===== config.mk =====
export PLATFORM = sky130hd
export DESIGN_NAME = serv_immenc
export DESIGN_NICKNAME = d
export VERILOG_FILES = /design/src/rtl/serv_immenc_pkg.sv /design/src/rtl/serv_immenc_scatter.sv /design/src/rtl/serv_immenc.sv
export SDC_FILE = /design/constraint.sdc
export NUM_CORES = 1
export LEC_CHECK = 0
export ABC_AREA = 1
export BUFFER_PORTS_ARGS = -buffer_cell sky130_fd_sc_hd__buf_2
export CORE_MARGIN = 5
export CORE_UTILIZATION = 57
export DETAILED_ROUTE_END_ITERATION = 16
export MAX_ROUTING_LAYER = met4
export PLACE_DENSITY = 0.87
export SKIP_LAST_GASP = 1
export SLEW_MARGIN = 20
export SYNTH_ARGS = -nofsm -noshare
export SYNTH_HDL_FRONTEND = slang
export SYNTH_HIERARCHICAL = 1
export SYNTH_SLANG_ARGS = --single-unit

===== constraint.sdc =====
create_clock -name i_clk -period 2.8 [get_ports i_clk]
set_input_delay 0.14 -clock i_clk [delete_from_list [all_inputs] [get_ports i_clk]]
set_output_delay 0.14 -clock i_clk [all_outputs]
set_load 0.05 [all_outputs]

===== src/rtl/serv_immenc_pkg.sv =====
// Shared definitions for the immediate encoder: format codes, field masks,
// FSM state encoding and the format-normalisation helper.
package serv_immenc_pkg;

  typedef enum logic [1:0] {
    ST_IDLE  = 2'd0,
    ST_SHIFT = 2'd1,
    ST_DONE  = 2'd2
  } state_e;

  localparam logic [2:0] FMT_I = 3'd0;
  localparam logic [2:0] FMT_S = 3'd1;
  localparam logic [2:0] FMT_B = 3'd2;
  localparam logic [2:0] FMT_U = 3'd3;
  localparam logic [2:0] FMT_J = 3'd4;

  localparam logic [31:0] MASK_I = 32'hFFF0_0000;
  localparam logic [31:0] MASK_S = 32'hFE00_0F80;
  localparam logic [31:0] MASK_B = 32'hFE00_0F80;
  localparam logic [31:0] MASK_U = 32'hFFFF_F000;
  localparam logic [31:0] MASK_J = 32'hFFFF_F000;

  // Unused format codes 5..7 collapse onto the I format.
  function automatic logic [2:0] fmt_norm(input logic [2:0] fmt);
    logic [2:0] res;
    if (fmt > FMT_J) begin
      res = FMT_I;
    end else begin
      res = fmt;
    end
    return res;
  endfunction

endpackage


===== src/rtl/serv_immenc_scatter.sv =====
// Combinational scatter of a 32-bit immediate into the immediate field of an
// instruction word, plus the representability check for the chosen format.
module serv_immenc_scatter
  import serv_immenc_pkg::*;
#(
  parameter int CHECK = 1
) (
  input  logic [2:0]  fmt_i,
  input  logic [31:0] imm_i,
  input  logic [31:0] base_i,
  output logic [31:0] insn_o,
  output logic        err_o
);

  logic [31:0] scat_s;
  logic [31:0] mask_s;
  logic        rng_s;

  // Field placement and range check per format; default is the I format.
  always_comb begin
    scat_s = 32'd0;
    mask_s = MASK_I;
    rng_s  = 1'b0;
    case (fmt_norm(fmt_i))
      FMT_S: begin
        scat_s = {imm_i[11:5], 13'd0, imm_i[4:0], 7'd0};
        mask_s = MASK_S;
        rng_s  = (imm_i[31:12] != {20{imm_i[11]}});
      end
      FMT_B: begin
        scat_s = {imm_i[12], imm_i[10:5], 13'd0, imm_i[4:1], imm_i[11], 7'd0};
        mask_s = MASK_B;
        rng_s  = imm_i[0] | (imm_i[31:13] != {19{imm_i[12]}});
      end
      FMT_U: begin
        scat_s = {imm_i[31:12], 12'd0};
        mask_s = MASK_U;
        rng_s  = |imm_i[11:0];
      end
      FMT_J: begin
        scat_s = {imm_i[20], imm_i[10:1], imm_i[11], imm_i[19:12], 12'd0};
        mask_s = MASK_J;
        rng_s  = imm_i[0] | (imm_i[31:21] != {11{imm_i[20]}});
      end
      default: begin
        scat_s = {imm_i[11:0], 20'd0};
        mask_s = MASK_I;
        rng_s  = (imm_i[31:12] != {20{imm_i[11]}});
      end
    endcase
  end

  assign insn_o = (base_i & ~mask_s) | scat_s;
  assign err_o  = (CHECK != 0) ? rng_s : 1'b0;

endmodule


===== src/rtl/serv_immenc.sv =====
// Immediate encoder: collects a bit-serial immediate (LSB first, W bits per beat)
// and emits a base instruction word with the immediate scattered into it.
module serv_immenc
  import serv_immenc_pkg::*;
#(
  parameter int W     = 1,
  parameter int CHECK = 1
) (
  input  logic          i_clk,
  input  logic          i_rst,
  input  logic          i_stb,
  output logic          o_ready,
  input  logic [2:0]    i_fmt,
  input  logic [31:0]   i_base,
  input  logic          i_imm_vld,
  input  logic [W-1:0]  i_imm,
  output logic          o_vld,
  input  logic          i_rdy,
  output logic [31:0]   o_insn,
  output logic          o_err
);

  localparam int NB = 32 / W;
  localparam int CW = $clog2(NB);
  localparam logic [CW-1:0] LAST = CW'(NB - 1);

  state_e        state_q;
  logic          ready_q;
  logic          vld_q;
  logic          err_q;
  logic [31:0]   insn_q;
  logic [CW-1:0] cnt_q;
  logic [31:0]   imm_q;
  logic [31:0]   imm_d;
  logic [2:0]    fmt_q;
  logic [31:0]   base_q;
  logic [31:0]   insn_s;
  logic          err_s;

  // Next shift-register value: the new beat enters at the top and slides down.
  always_comb begin
    imm_d = imm_q;
    if ((state_q == ST_SHIFT) && i_imm_vld) begin
      imm_d = {i_imm, imm_q[31:W]};
    end else begin
      imm_d = imm_q;
    end
  end

  // Encoding is evaluated on the post-shift value so it can be captured on the last beat.
  serv_immenc_scatter #(
    .CHECK (CHECK)
  ) u_scatter (
    .fmt_i  (fmt_q),
    .imm_i  (imm_d),
    .base_i (base_q),
    .insn_o (insn_s),
    .err_o  (err_s)
  );

  // Control FSM with registered handshake and result outputs.
  always_ff @(posedge i_clk) begin
    if (i_rst) begin
      state_q <= ST_IDLE;
      ready_q <= 1'b1;
      vld_q   <= 1'b0;
      err_q   <= 1'b0;
      insn_q  <= 32'd0;
      cnt_q   <= '0;
      imm_q   <= 32'd0;
      fmt_q   <= 3'd0;
      base_q  <= 32'd0;
    end else begin
      case (state_q)
        ST_IDLE: begin
          if (i_stb) begin
            fmt_q   <= i_fmt;
            base_q  <= i_base;
            cnt_q   <= '0;
            imm_q   <= 32'd0;
            ready_q <= 1'b0;
            state_q <= ST_SHIFT;
          end
        end
        ST_SHIFT: begin
          if (i_imm_vld) begin
            imm_q <= imm_d;
            if (cnt_q == LAST) begin
              cnt_q   <= '0;
              insn_q  <= insn_s;
              err_q   <= err_s;
              vld_q   <= 1'b1;
              state_q <= ST_DONE;
            end else begin
              cnt_q <= cnt_q + CW'(1);
            end
          end
        end
        ST_DONE: begin
          // A start in the same cycle as i_rdy is deliberately dropped: ready is still low.
          if (i_rdy) begin
            insn_q  <= 32'd0;
            err_q   <= 1'b0;
            vld_q   <= 1'b0;
            ready_q <= 1'b1;
            state_q <= ST_IDLE;
          end
        end
        default: begin
          insn_q  <= 32'd0;
          err_q   <= 1'b0;
          vld_q   <= 1'b0;
          ready_q <= 1'b1;
          cnt_q   <= '0;
          state_q <= ST_IDLE;
        end
      endcase
    end
  end

  assign o_ready = ready_q;
  assign o_vld   = vld_q;
  assign o_insn  = insn_q;
  assign o_err   = err_q;

endmodule


After elaboration in Yosys (flattened, before gate mapping). Cells that the tools add are included.

Bits in registers: 109. Output and inout bits: 35. Word-level logic and storage cells: 76. Bits in writable memories: 0. Input port bits: 41. Memory bits (read-only): 0. Latch bits: 0. Memories: 0.

Bitwise gates (word level): 8. Reductions and logical operators: 12. Divide/modulo/power cells: 0. Add/sub/neg operators: 1. Shift-type cells: 0. Equality and inequality tests: 14. Multiply operators: 0. Mux-type cells: 31. $lt $le $gt $ge: 1.

Operator list (number): 2-to-1 mux 32 bit (6); one-hot mux 32 bit (4 select lines) (1); one-hot mux 32 bit (3 select lines) (1); one-hot mux 32 bit (2 select lines) (1); one-hot mux 25 bit (2 select lines) (1); AND 32 bit (1); NOT 32 bit (1); bitwise OR 32 bit (1); inequality test 20 bit (1); inequality test 19 bit (1); 2-to-1 mux 5 bit (3); one-hot mux 5 bit (3 select lines) (1); one-hot mux 1 bit (3 select lines) (4); OR reduction 12 bit (1); inequality test 11 bit (1); AND reduction 3 bit (3); 2-to-1 mux 2 bit (4); AND reduction 4 bit (2); 2-to-1 mux 1 bit (7); equality test 3 x 2 -> 1 bit (second input constant) (2); inequality test 2 bit (second input constant) (3); one-hot mux 2 bit (3 select lines) (1); adder 5 x 1 -> 5 bit (second input constant) (1); equality test 5 bit (second input constant) (1); 14 further kinds (18).

Depth between registers and ports, before layout.
Word-level depth: 11. Gate-level depth with buffers: 19. Depth with buffers taken out: 18.

Modules after synthesis. Netlist, hierarchy kept.

By module, submodules not included: serv_immenc (area each 4369.2 sq um, seq. area each 2182.1 sq um, cells each 540, instances 1); serv_immenc_scatter (area each 853.3 sq um, seq. area each 0.0 sq um, cells each 176, instances 1).

Worst setup path before layout. OpenSTA, ideal clock, no wires.

Path type: reg-to-reg. Start point: register state_q[0]. End point: register err_q (netlist: o_err). Cell stages (with the launch flop): 16. Data required time: 2.686 ns. Buffers on the path: 2. Setup slack: 0.734 ns. Arrival time: 1.952 ns. Library setup time: 0.114 ns. Period minus slack after synthesis: 2.066 ns. Cell sequence: dfxtp_1 -> nand2_4 -> nor2_8 -> inv_2 -> buf_6 -> buf_6 -> a21oi_1 -> nand4_1 -> nor3_1 -> nand2_1 -> nand3_1 -> nand2_1 -> inv_1 -> nand2_1 -> nand2_1 -> nand2_1.

Word-level cells in the longest chain between the ends: 9. Elaborated cells on any way between the ends: 20. Those cells by class: eq/ne: 8; mux: 5; bitwise: 3; reduce/logical: 4.

RTL lines: from (decl) (line serv_immenc.sv:27) `state_e state_q;`; from (signal assigned) (line serv_immenc.sv:64) `state_q <= ST_IDLE;`; from (signal assigned) (line serv_immenc.sv:82) `state_q <= ST_SHIFT;`; from (signal assigned) (line serv_immenc.sv:93) `state_q <= ST_DONE;`; equality test 2 x 1 -> 1 bit * (line serv_immenc.sv:43) `if ((state_q == ST_SHIFT) && i_imm_vld) begin`; logical AND 1 bit * (line serv_immenc.sv:43); 2-to-1 mux 32 bit * (line serv_immenc.sv:43); named net imm_d[31] (line serv_immenc.sv:34) `logic [31:0] imm_d;`; inequality test 19 bit / inequality test 11 bit (equally long branches) (line serv_immenc_scatter.sv:33, serv_immenc_scatter.sv:43); bitwise OR 1 bit, on equally long branches (line serv_immenc_scatter.sv:33, serv_immenc_scatter.sv:43); one-hot mux 1 bit (3 select lines) * (line serv_immenc_scatter.sv:24) `case (fmt_norm(fmt_i))`; named net err_s (line serv_immenc.sv:38) `logic err_s;`; 2-to-1 mux 1 bit * (line serv_immenc.sv:88) `if (cnt_q == LAST) begin`; 2-to-1 mux 1 bit * (line serv_immenc.sv:86) `if (i_imm_vld) begin`; one-hot mux 1 bit (3 select lines) * (line serv_immenc.sv:74) `case (state_q)`; to (signal assigned) (line serv_immenc.sv:91) `err_q <= err_s;`; to (decl) (line serv_immenc.sv:30) `logic err_q;`.

The timed path passes the listed nets; every way through them passes the cells marked *. The select of a mux whose other input is x is not followed. A chain may end at the register's enable or synchronous reset.

Worst setup path after layout.
Start point: register state_q[1]. End point: register err_q (netlist: o_err).

Word-level cells in the longest chain between the ends: 9. Elaborated cells on any way between the ends: 20. Those cells by class: eq/ne: 8; mux: 5; bitwise: 3; reduce/logical: 4.

RTL lines: equality test 2 x 1 -> 1 bit * (line serv_immenc.sv:43); logical AND 1 bit * (line serv_immenc.sv:43); 2-to-1 mux 32 bit * (line serv_immenc.sv:43); named net imm_d[12] (line serv_immenc.sv:34); inequality test 19 bit (line serv_immenc_scatter.sv:33) `rng_s = imm_i[0] | (imm_i[31:13] != {19{imm_i[12]}});`; bitwise OR 1 bit (line serv_immenc_scatter.sv:33); one-hot mux 1 bit (3 select lines) * (line serv_immenc_scatter.sv:24); named net err_s (line serv_immenc.sv:38); 2-to-1 mux 1 bit * (line serv_immenc.sv:88); 2-to-1 mux 1 bit * (line serv_immenc.sv:86); one-hot mux 1 bit (3 select lines) * (line serv_immenc.sv:74).

Marks and branches as above.

==> flow_metrics.env <==
export IMPL_finalSetupViolations=0
export IMPL_power_frac_seq_pct=51.1
export IMPL_drc_errors=0
export IMPL_drt_wl_total_um=11500
export IMPL_hold_slack_ns=0.0154
export IMPL_drtAntennaViolNets=0
export IMPL_postCtsHoldBufs=0
export IMPL_worstSetupStartpointType="flop"
export IMPL_internal_power_uw=2060
export IMPL_drt_pre_antenna_iters=5
export IMPL_clkTransAtPathRegs_ns=0.11
export IMPL_skew_ns=0.0175
export IMPL_switching_share_pct=33.4
export IMPL_core_mm2=0.00864
export IMPL_clockBufferDepth=2
export IMPL_hold_path_class="input pin to flop"
export IMPL_ir_drop_mv=0.282
export IMPL_status="completed"
export IMPL_grt_pass1_vias=4182
export IMPL_fmax_mhz=408
export IMPL_grt_pass1_wl_um=19600
export IMPL_via_per_inst=5.35
export IMPL_numCtsBuffers=9
export IMPL_dieWidth_um=104
export IMPL_p_per_area_mw_per_mm2=575
export IMPL_synth_net_count=731
export IMPL_worstSkewPairLatency_ns=0.37
export IMPL_io_pins=76
export IMPL_final_layout_size_suffix_gt1_share_pct=18.9
export IMPL_cap_violations=0
export IMPL_gr_total_overflow=0
export IMPL_post_cts_buffers=0
export IMPL_drt_iter0_markers=401
export IMPL_path_class="flop to flop"
export IMPL_relSlewSlack_pct=50.8
export IMPL_rsz0062_at_grt="false"
export IMPL_antenna_found_initial=0
export IMPL_netSwitchingPower_uw=1030
export IMPL_start_util_pct=57.8
export IMPL_gp_congestion=0.943
export IMPL_p_comb_share_pct=20.2
export IMPL_routedWlPerCell_um=13.7
export IMPL_final_common_cell="nand2_1"
export IMPL_tritoncts="done"
export IMPL_row_count=34
export IMPL_synth_avg_cell_area_um2=7.26
export IMPL_drv_slew=0
export IMPL_grt_max_degree=64
export IMPL_tns_ns=0
export IMPL_p_leak_uw=0.00250
export IMPL_grt_usage_pct=22.1
export IMPL_critPathRequiredTime_ns=3.12
export IMPL_root_buffer="clkbuf_8"
export IMPL_tightest_slew_ns=0.736
export IMPL_min_period_ns=2.45
export IMPL_chipHeight_um=104
export IMPL_synth_cells=688
export IMPL_fp_dieArea_mm2=0.0107
export IMPL_crit_fanout=60
export IMPL_hold_violations=0
export IMPL_finalCritPeriodShare_pct=87.6
export IMPL_power_share_clock_pct=28.7
export IMPL_ys_warnings_count=6
export IMPL_cp_arrival_ns=2.77
export IMPL_crit_path_end_kind="flop"
export IMPL_portBuffers=68
export IMPL_hpwl_um=8400
export IMPL_antenna_cells=0
export IMPL_nets=770
export IMPL_cts_resized=0
export IMPL_final_cell_mix="133 x nand2_1, 118 x nor2_1, 102 x dfxtp_1"
export IMPL_clock_sinks=102
export IMPL_syn2layout_area_growth_pct=7.57
export IMPL_vias=4498
export IMPL_h_tree_depth=3
export IMPL_syn_area_mm2=0.00499
per-stage QoR:
step	utilization (%)	area (µm²)	power (µW)	instances	worst slack (ns)
floorplan	-	4990	2120	688	0.734
finish	62.2	5370	3090	840	0.348
global route	62.2	5370	3270	840	0.0201
CTS	62.2	5370	3110	840	0.358
global placement	60.0	5180	2210	824	0.413
detailed placement	60.0	5180	2230	824	0.391
registers in the layout (all words and copies together), names as in the netlist:
name and cells:
state_q 2, fmt_q 3, imm_q 32, base_q 25, cnt_q 5, o_err 1, o_vld 1, o_ready 1
o_insn 32
critical path, cell delays in order (launching register included):
cell	delay, ns
dfxtp_1	0.42
inv_2	0.09
nand2_4	0.10
nor2_8	0.05
inv_2	0.08
buf_12	0.24
nor2_1	0.08
a21oi_1	0.42
inv_1	0.23
nand2_1	0.12
nor2_1	0.05
nand2_1	0.05
nand2_1	0.05
nand3_1	0.07
nand2_1	0.05
nand2_1	0.05
nand2_1	0.04
nand2_1	0.05
nand2_1	0.05
nand2_1	0.08
routing by layer:
metal	routed length, µm	track usage [%]	up-vias
met1	5490	30.0	2051
li1	-	-	2302
met2	5300	34.2	128
met5	0	-	-
met3	569	4.04	17
met4	178	5.44	0
power by group through the flow:
stage          combinational, µW  sequential [µW]  clock, µW
2_1_floorplan                472             1650          0
3_3_place_gp                 603             1610          0
3_5_place_dp                 617             1610          0
4_1_cts                      619             1580        908
5_1_grt                      700             1590        977
6_report                     623             1580        888
cell type report:
cell class | instances | area (µm²)
fillers | 794 | 3260
flip-flops and latches | 102 | 2040
inverters | 68 | 255
repair buffers | 72 | 383
clock inverters | 7 | 65.1
multi-input cells | 474 | 2370
clock buffers | 9 | 124
well taps | 108 | 135
final timing paths:
kind / start / to / slack [ns] / cells after the start
worst max-delay path: state_q[1]$_SDFFE_PP0P_ / o_err$_SDFFE_PP0P_ / 0.35 / 19
worst min-delay path: i_base[8] / base_q[8]$_SDFFE_PP0P_ / 0.02 / 3
worst max register to register: state_q[1]$_SDFFE_PP0P_ / o_err$_SDFFE_PP0P_ / 0.35 / 19
worst min register to register: base_q[6]$_SDFFE_PP0P_ / o_insn[6]$_SDFFE_PP0P_ / 0.46 / 2
Note: power is estimated with default switching activity, not from simulation.
